**config.mk**
```make
export PLATFORM = sky130hd
export DESIGN_NAME = ram_port_adapter
export DESIGN_NICKNAME = d
export VERILOG_FILES = /design/src/rtl/ram_port_adapter.sv
export SDC_FILE = /design/constraint.sdc
export NUM_CORES = 1
export LEC_CHECK = 0
export ABC_AREA = 1
export CORE_ASPECT_RATIO = 1.2
export CORE_MARGIN = 1.5
export CORE_UTILIZATION = 40
export DETAILED_ROUTE_END_ITERATION = 6
export PLACE_DENSITY_LB_ADDON = 0.08
export SYNTH_ARGS = -nofsm -noshare
export SYNTH_HDL_FRONTEND = slang
export SYNTH_SLANG_ARGS = --single-unit
```
**constraint.sdc**
```tcl
create_clock -name clk -period 1.5 [get_ports clk]
set_input_delay 0.3 -clock clk [delete_from_list [all_inputs] [get_ports clk]]
set_output_delay 0.3 -clock clk [all_outputs]
set_load 0.01 [all_outputs]
```
**src/rtl/ram_port_adapter.sv**
```systemverilog
`default_nettype none
// ============================================================================
// Module   : ram_port_adapter
// Brief    : Adapts a valid/ready byte-addressed request channel to one port
//            of a dual-port RAM. The RAM has a 1-cycle registered read, a
//            word-wide write and no byte enables. Reads come back on a
//            valid/ready response channel. Partial-byte writes are done as
//            read-modify-write.
// Options  : RAM_ADAPTER_BOUNDCHK_EN - when defined, requests whose word
//            index is at or above mem_size never reach the RAM. Such reads
//            return zero data with resp_err_o set. Such writes are dropped.
// Revision : 1.0 - initial release
// ============================================================================
module ram_port_adapter #(
  parameter int dat_width = 32,
  parameter int adr_width = 32,
  parameter int mem_size  = 1024
) (
  input  logic                   clk,
  input  logic                   rst,
  input  logic                   req_valid_i,
  output logic                   req_ready_o,
  input  logic                   req_we_i,
  input  logic [adr_width-1:0]   req_addr_i,
  input  logic [dat_width/8-1:0] req_be_i,
  input  logic [dat_width-1:0]   req_wdata_i,
  output logic                   resp_valid_o,
  input  logic                   resp_ready_i,
  output logic [dat_width-1:0]   resp_rdata_o,
  output logic                   resp_err_o,
  output logic [adr_width-1:0]   ram_adr_o,
  output logic                   ram_we_o,
  output logic [dat_width-1:0]   ram_dat_o,
  input  logic [dat_width-1:0]   ram_dat_i
);

  localparam int c_be_w     = dat_width / 8;
  localparam int c_off_bits = $clog2(c_be_w);
  localparam int c_idx_bits = $clog2(mem_size);

  typedef enum logic [2:0] {
    S_IDLE     = 3'd0,
    S_RD_WAIT  = 3'd1,
    S_RD_CAP   = 3'd2,
    S_RESP     = 3'd3,
    S_RMW_WAIT = 3'd4,
    S_RMW_CAP  = 3'd5,
    S_RMW_WR   = 3'd6
  } state_t;

  state_t r_state;
  state_t w_state_nxt;

  logic                 w_accept;
  logic                 w_is_full;
  logic                 w_is_none;
  logic                 w_oob;
  logic                 w_rd_err;
  logic                 w_go_read;
  logic                 w_go_rmw;
  logic                 w_do_full;
  logic [adr_width-1:0] w_word_adr;
  logic [dat_width-1:0] w_merge;
  logic                 w_unused_addr;

  logic [c_be_w-1:0]    r_be;
  logic [dat_width-1:0] r_wdata;

  assign req_ready_o  = (r_state == S_IDLE);
  assign resp_valid_o = (r_state == S_RESP);
  assign w_accept     = req_valid_i & req_ready_o;
  assign w_is_full    = &req_be_i;
  assign w_is_none    = ~|req_be_i;

  // Word index wraps modulo mem_size; byte-lane bits are discarded.
  assign w_word_adr = adr_width'(req_addr_i[c_off_bits +: c_idx_bits]);

  // Low address bits only select a byte lane and are otherwise dropped.
  assign w_unused_addr = ^req_addr_i;

`ifdef RAM_ADAPTER_BOUNDCHK_EN
  logic [adr_width-1:0] w_full_idx;
  logic                 r_rd_err;

  assign w_full_idx = req_addr_i >> c_off_bits;
  assign w_oob      = (w_full_idx >= adr_width'(mem_size));
  assign w_rd_err   = r_rd_err;

  // Remember whether the read in flight was out of range, then publish it
  // alongside the response data; cleared once the response is consumed.
  always_ff @(posedge clk) begin
    if (rst) begin
      r_rd_err   <= 1'b0;
      resp_err_o <= 1'b0;
    end else begin
      if (w_go_read) begin
        r_rd_err <= w_oob;
      end
      if (r_state == S_RD_CAP) begin
        resp_err_o <= r_rd_err;
      end else if ((r_state == S_RESP) && resp_ready_i) begin
        resp_err_o <= 1'b0;
      end
    end
  end
`else
  assign w_oob      = 1'b0;
  assign w_rd_err   = 1'b0;
  assign resp_err_o = 1'b0;
`endif

  // Merge latched write bytes over the word just read back from the RAM.
  for (genvar b = 0; b < c_be_w; b++) begin : g_byte
    assign w_merge[b*8 +: 8] = r_be[b] ? r_wdata[b*8 +: 8] : ram_dat_i[b*8 +: 8];
  end

  // State register.
  always_ff @(posedge clk) begin
    if (rst) begin
      r_state <= S_IDLE;
    end else begin
      r_state <= w_state_nxt;
    end
  end

  // Next-state logic and request classification strobes.
  always_comb begin
    w_state_nxt = r_state;
    w_go_read   = 1'b0;
    w_go_rmw    = 1'b0;
    w_do_full   = 1'b0;
    case (r_state)
      S_IDLE: begin
        if (w_accept) begin
          if (!req_we_i) begin
            // Out-of-range reads still walk the read path so the response
            // latency is identical; only the RAM address is left alone.
            w_go_read   = 1'b1;
            w_state_nxt = S_RD_WAIT;
          end else if (!w_oob) begin
            if (w_is_full) begin
              w_do_full = 1'b1;
            end else if (!w_is_none) begin
              w_go_rmw    = 1'b1;
              w_state_nxt = S_RMW_WAIT;
            end
          end
        end
      end
      S_RD_WAIT:  w_state_nxt = S_RD_CAP;
      S_RD_CAP:   w_state_nxt = S_RESP;
      S_RESP: begin
        if (resp_ready_i) begin
          w_state_nxt = S_IDLE;
        end
      end
      S_RMW_WAIT: w_state_nxt = S_RMW_CAP;
      S_RMW_CAP:  w_state_nxt = S_RMW_WR;
      S_RMW_WR:   w_state_nxt = S_IDLE;
      default:    w_state_nxt = S_IDLE;
    endcase
  end

  // RAM port controls, RMW capture registers and response data.
  always_ff @(posedge clk) begin
    if (rst) begin
      ram_adr_o    <= '0;
      ram_we_o     <= 1'b0;
      ram_dat_o    <= '0;
      resp_rdata_o <= '0;
      r_be         <= '0;
      r_wdata      <= '0;
    end else begin
      ram_we_o <= 1'b0;
      if ((w_go_read && !w_oob) || w_go_rmw || w_do_full) begin
        ram_adr_o <= w_word_adr;
      end
      if (w_do_full) begin
        ram_dat_o <= req_wdata_i;
        ram_we_o  <= 1'b1;
      end
      if (w_go_rmw) begin
        r_be    <= req_be_i;
        r_wdata <= req_wdata_i;
      end
      if (r_state == S_RMW_CAP) begin
        ram_dat_o <= w_merge;
        ram_we_o  <= 1'b1;
      end
      if (r_state == S_RD_CAP) begin
        resp_rdata_o <= w_rd_err ? '0 : ram_dat_i;
      end
    end
  end

endmodule
`default_nettype wire
```
=== Word level (Yosys, flattened, before mapping) ===
Cells that the tools add are included.

* Bitwise operators: 1
* Equal/unequal tests: 9
* Reduce and logical (&&, ||, !) cells: 7
* Multiplexer cells: 26

{| class="wikitable"
|+ Operator list
! cell !! count
|-
| $mux 32 || 2
|-
| $mux 8 || 4
|-
| $pmux 3 s6 || 1
|-
| $mux 3 || 5
|-
| $mux 1 || 14
|-
| $reduce_and 4->1 || 2
|-
| $eq 3x2->1 const B || 2
|-
| $eq 3x3->1 const B || 2
|-
| $ne 2x1->1 const B || 2
|-
| $reduce_or 4->1 || 1
|-
| $eq 3x1->1 const B || 1
|-
| $logic_not 3->1 || 1
|-
| $ne 3x2->1 const B || 1
|-
| $ne 3x3->1 const B || 1
|-
| $logic_or 1x1->1 || 2
|-
| $reduce_bool 2->1 || 1
|-
| $and 1x1->1 || 1
|}

* Output and inout port bits: 100
* Bits in registers: 114
* Logic and storage cells: 50

=== Depth between registers and ports, before layout ===
Gate-level depths: netlist (run 1).

* Word-level depth: 8
* Gate-level depth with buffers: 10

=== Least setup slack after synthesis (run 1) ===
No wires, ideal clock.

* Kind: register -> register
* Start: reg r_state[0]
* End: reg ram_dat_o[0]
* Period minus slack after synthesis: 1.307 ns
* Data arrival time: 1.195 ns
* Path slack: 0.193 ns
* Data required time: 1.387 ns
* Stages on the path, launching flop included: 9
* Library setup time: 0.113 ns
* Cell sequence: dfxtp_1 > nor2_4 > nand3_1 > nor2_1 > nor2_2 > buf_6 > buf_2 > nor2_1 > nor2_1

* Word-level cells in the longest chain between the ends: 5
* Elaborated cells between the ends (all ways): 7

{| class="wikitable"
|+ Ends and longest elaborated chain
! what !! RTL line !! source
|-
| from (decl) || 51 || <nowiki>state_t r_state;</nowiki>
|-
| from (signal assigned) || 122 || <nowiki>r_state <= w_state_nxt;</nowiki>
|-
| $logic_not 3->1 || 69, 132 ||
|-
| $and 1x1->1 || 71 || <nowiki>assign w_accept = req_valid_i & req_ready_o;</nowiki>
|-
| $mux 1 || 134 || <nowiki>if (w_accept) begin</nowiki>
|-
| $mux 1 || 132 || <nowiki>case (r_state)</nowiki>
|-
| $reduce_bool 2->1 (no source line) || - ||
|-
| to (signal assigned) || 179 || <nowiki>ram_dat_o <= req_wdata_i;</nowiki>
|-
| to (signal assigned) || 187 || <nowiki>ram_dat_o <= w_merge;</nowiki>
|-
| to (decl) || 33 || <nowiki>output logic [dat_width-1:0] ram_dat_o,</nowiki>
|}

Several ways; a longest one is shown, not always the timed one.
A chain may end at the register's enable or synchronous reset.

=== Worst setup path in the final report (run 1) ===
* Start: reg r_state[1]
* End: reg ram_dat_o[4]

Same word-level chain as after synthesis.

==> results of run 1 <==
[per-layer routing]
metal / vias up / global-route usage
li1: 2821 / -
met1: 2488 / 0.2594
met2: 213 / 0.3768
met3: 32 / 0.04879
met4: 0 / 0.08901
met5: - / 0
[logic make-up after synthesis]
kind of cell    synth area share
compound gates            0.1585
buf+inv                   0.1371
flops                     0.4296
other cells            0.0007059
simple gates              0.2741
[tightest hold or removal path, delay by kind of cell]
family,cells,cell delay [ps]
buffers and inverters,2,260
AND/OR/NAND/NOR,2,120
[metrics by stage]
step	instances	setup WS, ps	power, mW	instance area, um2
floorplan	840	192.6	5.017	5395
global placement	1119	-315.5	6.213	7177
detailed placement	1119	-365.9	6.280	7177
CTS	1152	-0.9587	9.814	7639
global route	1162	-28.19	10.47	7898
finish	1162	45.90	9.935	7898
[layout by cell type (no fill, tap or decap), drive strengths merged, types with 4 or more instances in the layout]
cell type	count
nor2	173
nand3	15
conb	23
nand2	187
clkdlybuf4s50	78
dlygate4sd2	75
o21ai	134
inv	88
dlymetal6s2s	4
clkbuf	29
dfxtp	114
clkinv	4
buf	38
a21oi	33
[layout make-up]
| type | instances | area [um2] | area share |
|---|---|---|---|
| Multi-Input combinational cell | 567 | 2497 | 0.3162 |
| Sequential cell | 114 | 2291 | 0.2901 |
| Timing Repair Buffer | 198 | 2041 | 0.2584 |
| Clock buffer | 26 | 479.2 | 0.06068 |
| Inverter | 88 | 330.3 | 0.04183 |
| Tap cell | 164 | 205.2 | 0.02598 |
| Clock inverter | 5 | 53.80 | 0.006812 |
[power groups by stage]
| stage | combinational [mW] | sequential [mW] | clock, mW |
|---|---|---|---|
| floorplan | 1.19 | 3.82 | 0 |
| global placement | 2.47 | 3.75 | 0 |
| detailed placement | 2.51 | 3.77 | 0 |
| CTS | 2.37 | 3.70 | 3.74 |
| global route | 2.83 | 3.76 | 3.87 |
| finish | 2.56 | 3.71 | 3.67 |
[cells in the mapped netlist, types with 3 or more instances]
master	count	area, um2
o21ai_0	124	620.6
dfxtp_1	114	2282
nor2_1	167	626.9
o21ai_1	10	50.05
a21oi_1	33	165.2
nand3_1	15	75.07
inv_1	86	322.8
buf_2	15	75.07
nand2_1	185	694.4
nor2_2	3	18.77
buf_6	3	33.78
clkbuf_1	30	112.6
buf_4	23	172.7
[registers in the layout, summed over array words and instances (netlist names)]
signal and flops:
r_wdata 32, resp_rdata_o 32, ram_adr_o 10, ram_we_o 1
r_be 4, r_state 3, ram_dat_o 32
[worst max-delay path by stage]
stage	start	to	slack, ps	cells past startpoint
finish	r_state[1]$_SDFFE_PP0P_	ram_dat_o[4]$_SDFFE_PP0P_	50	9
global route	r_state[0]$_SDFFE_PP0P_	ram_adr_o[3]$_SDFFE_PP0P_	-30	9
CTS	r_state[2]$_SDFFE_PP0P_	req_ready_o	-1	4
detailed placement	req_be_i[1]	ram_adr_o[0]$_SDFFE_PP0P_	-370	9
global placement	req_be_i[2]	ram_adr_o[1]$_SDFFE_PP0P_	-320	9
floorplan	r_state[0]$_SDFFE_PP0P_	ram_dat_o[0]$_SDFFE_PP0P_	190	8
[repair_timing]
item	4_1_cts	5_1_grt
gates resized for setup	87	40
endpoints found under the setup margin	85	69
hold buffers	0	0
pin swaps	1	13
cloned	0	5
setup buffers	2	5
==> flow_summary_export.csv, run 1 <==
group,metric,value,unit
min_path,hold_start,"req_be_i[2]",
critical_path,path_class,"reg2reg",
critical_path,reg2reg_slack,50,ps
die,dieArea,13990,um2
critical_path,path_buf_inv,4,
timing,fin_hold_ws,309.2,ps
layout,antenna_cells,0,
grt,grt_max_degree,43,
logic_synthesis,synth_ff_type,"dfxtp_1",
critical_path,cp.arrival,1750,ps
clocking,cts_buffers,17,
critical_path,end_kind,"flop",
detailed_routing,drt_wl_total,15880,um
critical_path,reg2regPathDepth,9,
die,die_y,129.2,um
placement,numPortBuffers,159,
logic_synthesis,netlist_instances,818,
grt,grt_pass1_vias,5119,
critical_path,crit_family,"buffers and inverters",
clocking,clock_latency,410,ps
layout,final_core_util,0.6179,
critical_path,crit_path_max_incr_delay,350,ps
grt,antenna_found_initial,0,
pwr,p_leak,4.011,nW
timing,fin_setup_tns,0,ps
clocking,cts_max_path_buffers,2,
timing,drv_slew,0,
timing,fin_worst_skew,12.13,ps
die,boundaryPins,205,
timing,fin_crit,1454,ps
pwr,swShare,0.2995,
timing,rsz0062_at_grt,"true",
detailed_routing,drtIter0Drc,315,
layout,drive_above_1_share,0.1022,
critical_path,worst_setup_path_start_kind,"flop",
pwr,power.density,1258,nW/um2
logic_synthesis,async_reset_ff_frac,0,
logic_synthesis,ys_ff_latch,114,
detailed_routing,ant_nets,0,
detailed_routing,via_per_inst,4.780,
die,rows,45,
placement,dp_hpwl,10480,um
grt,overflow,0,
min_path,holdPathEnd,"r_be[2]$_SDFFE_PP0P_",
layout,fill_cells,1176,
grt,gr-usage-all-layers,0.2175,
critical_path,r2r_start,"r_state[1]$_SDFFE_PP0P_",
timing,hold_violations,0,
pwr,p_switching,2.976,mW
detailed_routing,route.met2.wl,7725,um
detailed_routing,route.met3.wl,1054,um
pwr,internal-power,6.959,mW
clocking,cts_num_sinks,114,
timing,setup_viol,0,
logic_synthesis,seq_area_frac_synth,0.4296,
clocking,tritoncts,"yes",
layout,fin_nets,1091,
logic_synthesis,synth_cell_types,20,
detailed_routing,wl_met1,6744,um
min_path,hold_path_class,"in2reg",
outcome,status,"completed",
critical_path,r2r-end,"ram_dat_o[4]$_SDFFE_PP0P_",
job,maxCapViolations,0,
die,start_util,0.4157,
logic_synthesis,synth_edf_count,0,
critical_path,crit_chain,"inv_2 > buf_6 > nand2_8 > nor2_4 > nor2_4 > buf_12 > clkbuf_16 > nor2_1 > nor2_1",
detailed_routing,first_pass_iters,5,
pwr,clockPowerShare,0.369,
placement,gp_congestion,0.7796,
detailed_routing,dr_total_vias,5554,
timing,worstMarginPinSlew,529.7,ps
clocking,h-tree-depth,4,
logic_synthesis,yosysWarnings,0,
layout,syn2layout_area_growth,48.66,%
critical_path,crit_slowest_cell,"dfxtp_4",
pwr,combPwrFrac,0.257,
clocking,cts_root_buf,"clkbuf_16",
critical_path,cp_max_fo,11,
detailed_routing,drc_errors,0,
die,core_area,12780,um2
logic_synthesis,synth_area,5313,um2
grt,grt_first_pass_wirelength,24020,um
timing,relSlewSlack,0.6464,
critical_path,crit_required,1800,ps
pwr,vdd_drop_max,0.0006751,V
pwr,p_seq_frac,0.374,
timing,max_freq,687.7,MHz
logic_synthesis,postSynthAreaPerCell,6.495,um2
detailed_routing,wl_per_cell,13.66,um
die,die_w,108.2,um
detailed_routing,top_layer,"met4",
clocking,clkSlewWorstSetupHoldPaths,50,ps
timing,finalCritPeriodShare,0.9694,
min_path,min_path_cells,4,
Power figures use the tool's default switching activity.
==> run 2, diff against run 1 <==
SLEW_MARGIN = 5   (was not set)
==> results of run 2 <==
No change in the layout: final DEF, timing and power equal those of run 1.
==> run 3, diff against run 2 <==
GPL_TIMING_DRIVEN = 0   (was not set)
SETUP_SLACK_MARGIN = 0.5   (was not set)
==> run 3 against run 2 <==
  * Largest cell class unchanged
  * Worst hold slack better by 46 ps
  * Clock power is 2% higher
  * Fmax is 9.1% lower
  * Critical endpoint is now r_wdata[15]$_SDFFE_PP0P_
  * Wire length is 24% higher
  * Sequential share of layout area is 4.3 points lower
  * The run now ends with negative setup slack left
  * Power is 18% higher
  * Final cell count is 7.8% higher
==> flow_summary_export.csv, run 3 (synthesis results as in run 1) <==
group,metric,value,unit
grt,grt_max_degree,17,
min_path,hold_path_class,"in2reg",
outcome,status,"finished, violations left",
detailed_routing,drtIter0Drc,353,
layout,fin_nets,1184,
critical_path,path_buf_inv,3,
job,maxCapViolations,0,
pwr,internal-power,7.968,mW
clocking,cts_num_sinks,114,
detailed_routing,drt_wl_total,19720,um
clocking,cts_buffers,17,
placement,gp_congestion,0.8175,
detailed_routing,ant_nets,0,
critical_path,path_class,"reg2reg",
placement,numPortBuffers,159,
layout,antenna_cells,0,
pwr,combPwrFrac,0.350,
critical_path,worst_setup_path_start_kind,"flop",
clocking,ctsHoldBuffers,0,
layout,reg_top3,"r_wdata: 32 flops, ram_dat_o: 32 flops, resp_rdata_o: 32 flops",
critical_path,cp.arrival,1950,ps
die,dieArea,13990,um2
placement,pre_cts_slack,-652.4,ps
pwr,p_leak,4.473,nW
timing,setup_viol,43,
pwr,swShare,0.3184,
critical_path,crit_family,"simple AND/OR/NAND/NOR gates",
clocking,cts_root_buf,"clkbuf_16",
die,start_util,0.4157,
detailed_routing,drc_errors,0,
grt,grt_pass1_vias,5567,
clocking,cts_max_path_buffers,2,
die,rows,45,
timing,fin_crit,1600,ps
die,core_area,12780,um2
placement,dp_cells,1163,
pwr,p_switching,3.722,mW
clocking,clock_latency,410,ps
timing,max_freq,625.1,MHz
critical_path,r2r_start,"r_state[2]$_SDFFE_PP0P_",
layout,final_common_cell,"nand2_1",
critical_path,startpoint,"r_state[2]$_SDFFE_PP0P_",
detailed_routing,via_per_inst,4.975,
min_path,hold_start,"req_be_i[1]",
layout,fin_cells,1253,
grt,grt_first_pass_wirelength,27080,um
critical_path,crit_required,1850,ps
placement,dp_hpwl,11440,um
layout,syn2layout_area_growth,82.19,%
timing,hold_violations,0,
clocking,clkSlewWorstSetupHoldPaths,50,ps
critical_path,crit_path_frequent_cell,"nor2_4",
detailed_routing,first_pass_iters,5,
clocking,h-tree-depth,4,
critical_path,crit_chain,"nor2_4 > buf_6 > nand4_1 > nor2_4 > buf_12 > clkbuf_16 > o21ai_0 > nor2_1",
die,die_w,108.2,um
critical_path,crit_path_max_incr_delay,370,ps
pwr,vdd_drop_max,0.001010,V
timing,setup_ws,-99.71,ps
critical_path,reg2reg_slack,-100,ps
timing,drv_slew,0,
critical_path,crit_slowest_cell,"dfxtp_4",
die,die_y,129.2,um
timing,rsz0062_at_grt,"true",
pwr,power.density,1208,nW/um2
layout,final_core_util,0.7573,
timing,finalCritPeriodShare,1.066,
detailed_routing,wl_per_cell,15.74,um
layout,final_cell_mix,"nand2_1, nor2_1, buf_6",
detailed_routing,dr_total_vias,6234,
critical_path,end_kind,"flop",
pwr,p_seq_frac,0.329,
grt,overflow,0,
timing,fin_worst_skew,7.521,ps
layout,drive_above_1_share,0.4325,
critical_path,cp_max_fo,7,
die,boundaryPins,205,
outcome,violations,"negative setup slack",
pwr,clockPowerShare,0.321,
grt,gr-usage-all-layers,0.2497,
clocking,tritoncts,"yes",
grt,antenna_found_initial,0,
run 3: changes by cell type in the layout (fill, tap and decap cells not counted), sizes merged:
cell,change
buf,+137
clkbuf,+26
clkinv,+4
dlygate4sd2,-71
dlymetal6s2s,-4
inv,-1
run 3: cell type report:
| type | count | area, um2 |
|---|---|---|
| flip-flops and latches | 114 | 2387 |
| multi-input cells | 567 | 3104 |
| repair buffers | 218 | 2414 |
| well taps | 164 | 205.2 |
| plain buffers | 72 | 668.1 |
| fillers | 968 | 3102 |
| clock buffers | 22 | 474.2 |
| repair inverters | 1 | 16.27 |
| clock inverters | 7 | 60.06 |
| inverters | 88 | 350.3 |
run 3: per-layer routing:
layer | share of wire | global-route usage | vias to the layer above | routed length [um]
met5 | 0 | 0 | - | 0
met4 | 0.021 | 0.09598 | 0 | 418
met3 | 0.066 | 0.05634 | 44 | 1299
met2 | 0.51 | 0.4241 | 265 | 10140
met1 | 0.40 | 0.3072 | 2902 | 7863
li1 | - | - | 3023 | -
run 3: worst register-to-register path, stage by stage (launching register included):
cell and delay (ps):
dfxtp_4 370, nor2_4 120, buf_6 130, nand4_1 170, nor2_4 220, buf_12 180
clkbuf_16 150, o21ai_0 70, nor2_1 110
run 3: worst paths after layout:
kind                                    to  depth (start not counted)
setup / recovery  r_wdata[15]$_SDFFE_PP0P_                          8
hold reg to reg   r_wdata[20]$_SDFFE_PP0P_                          2
hold / removal        r_be[1]$_SDFFE_PP0P_                          3
setup reg to reg  r_wdata[15]$_SDFFE_PP0P_                          8
run 3: power groups by stage:
stage          sequential (mW)  combinational [mW]  clock, mW
3_5_place_dp              3.72                2.60          0
6_report                  3.85                4.09       3.75
5_1_grt                   3.89                4.37       3.90
3_3_place_gp              3.72                2.59          0
2_1_floorplan             3.83                1.28          0
4_1_cts                   3.68                2.75       3.75
run 3: per-stage QoR:
| step | cell area, um2 | hold WS [ps] | TNS [ps] | power, mW |
|---|---|---|---|---|
| floorplan | 5514 | 361.7 | 0 | 5.116 |
| global placement | 7311 | 480.1 | -57030 | 6.310 |
| detailed placement | 7311 | 494.6 | -58580 | 6.329 |
| CTS | 8163 | 311.1 | 0 | 10.18 |
| global route | 9679 | 351.1 | -4476 | 12.17 |
| finish | 9679 | 354.8 | -1956 | 11.69 |
run 3: repair_timing:
action	4_1_cts	5_1_grt
resized for setup	211	596
cloned	5	12
pin swaps	14	66
setup buffers	11	33
setup endpoints to repair	191	191
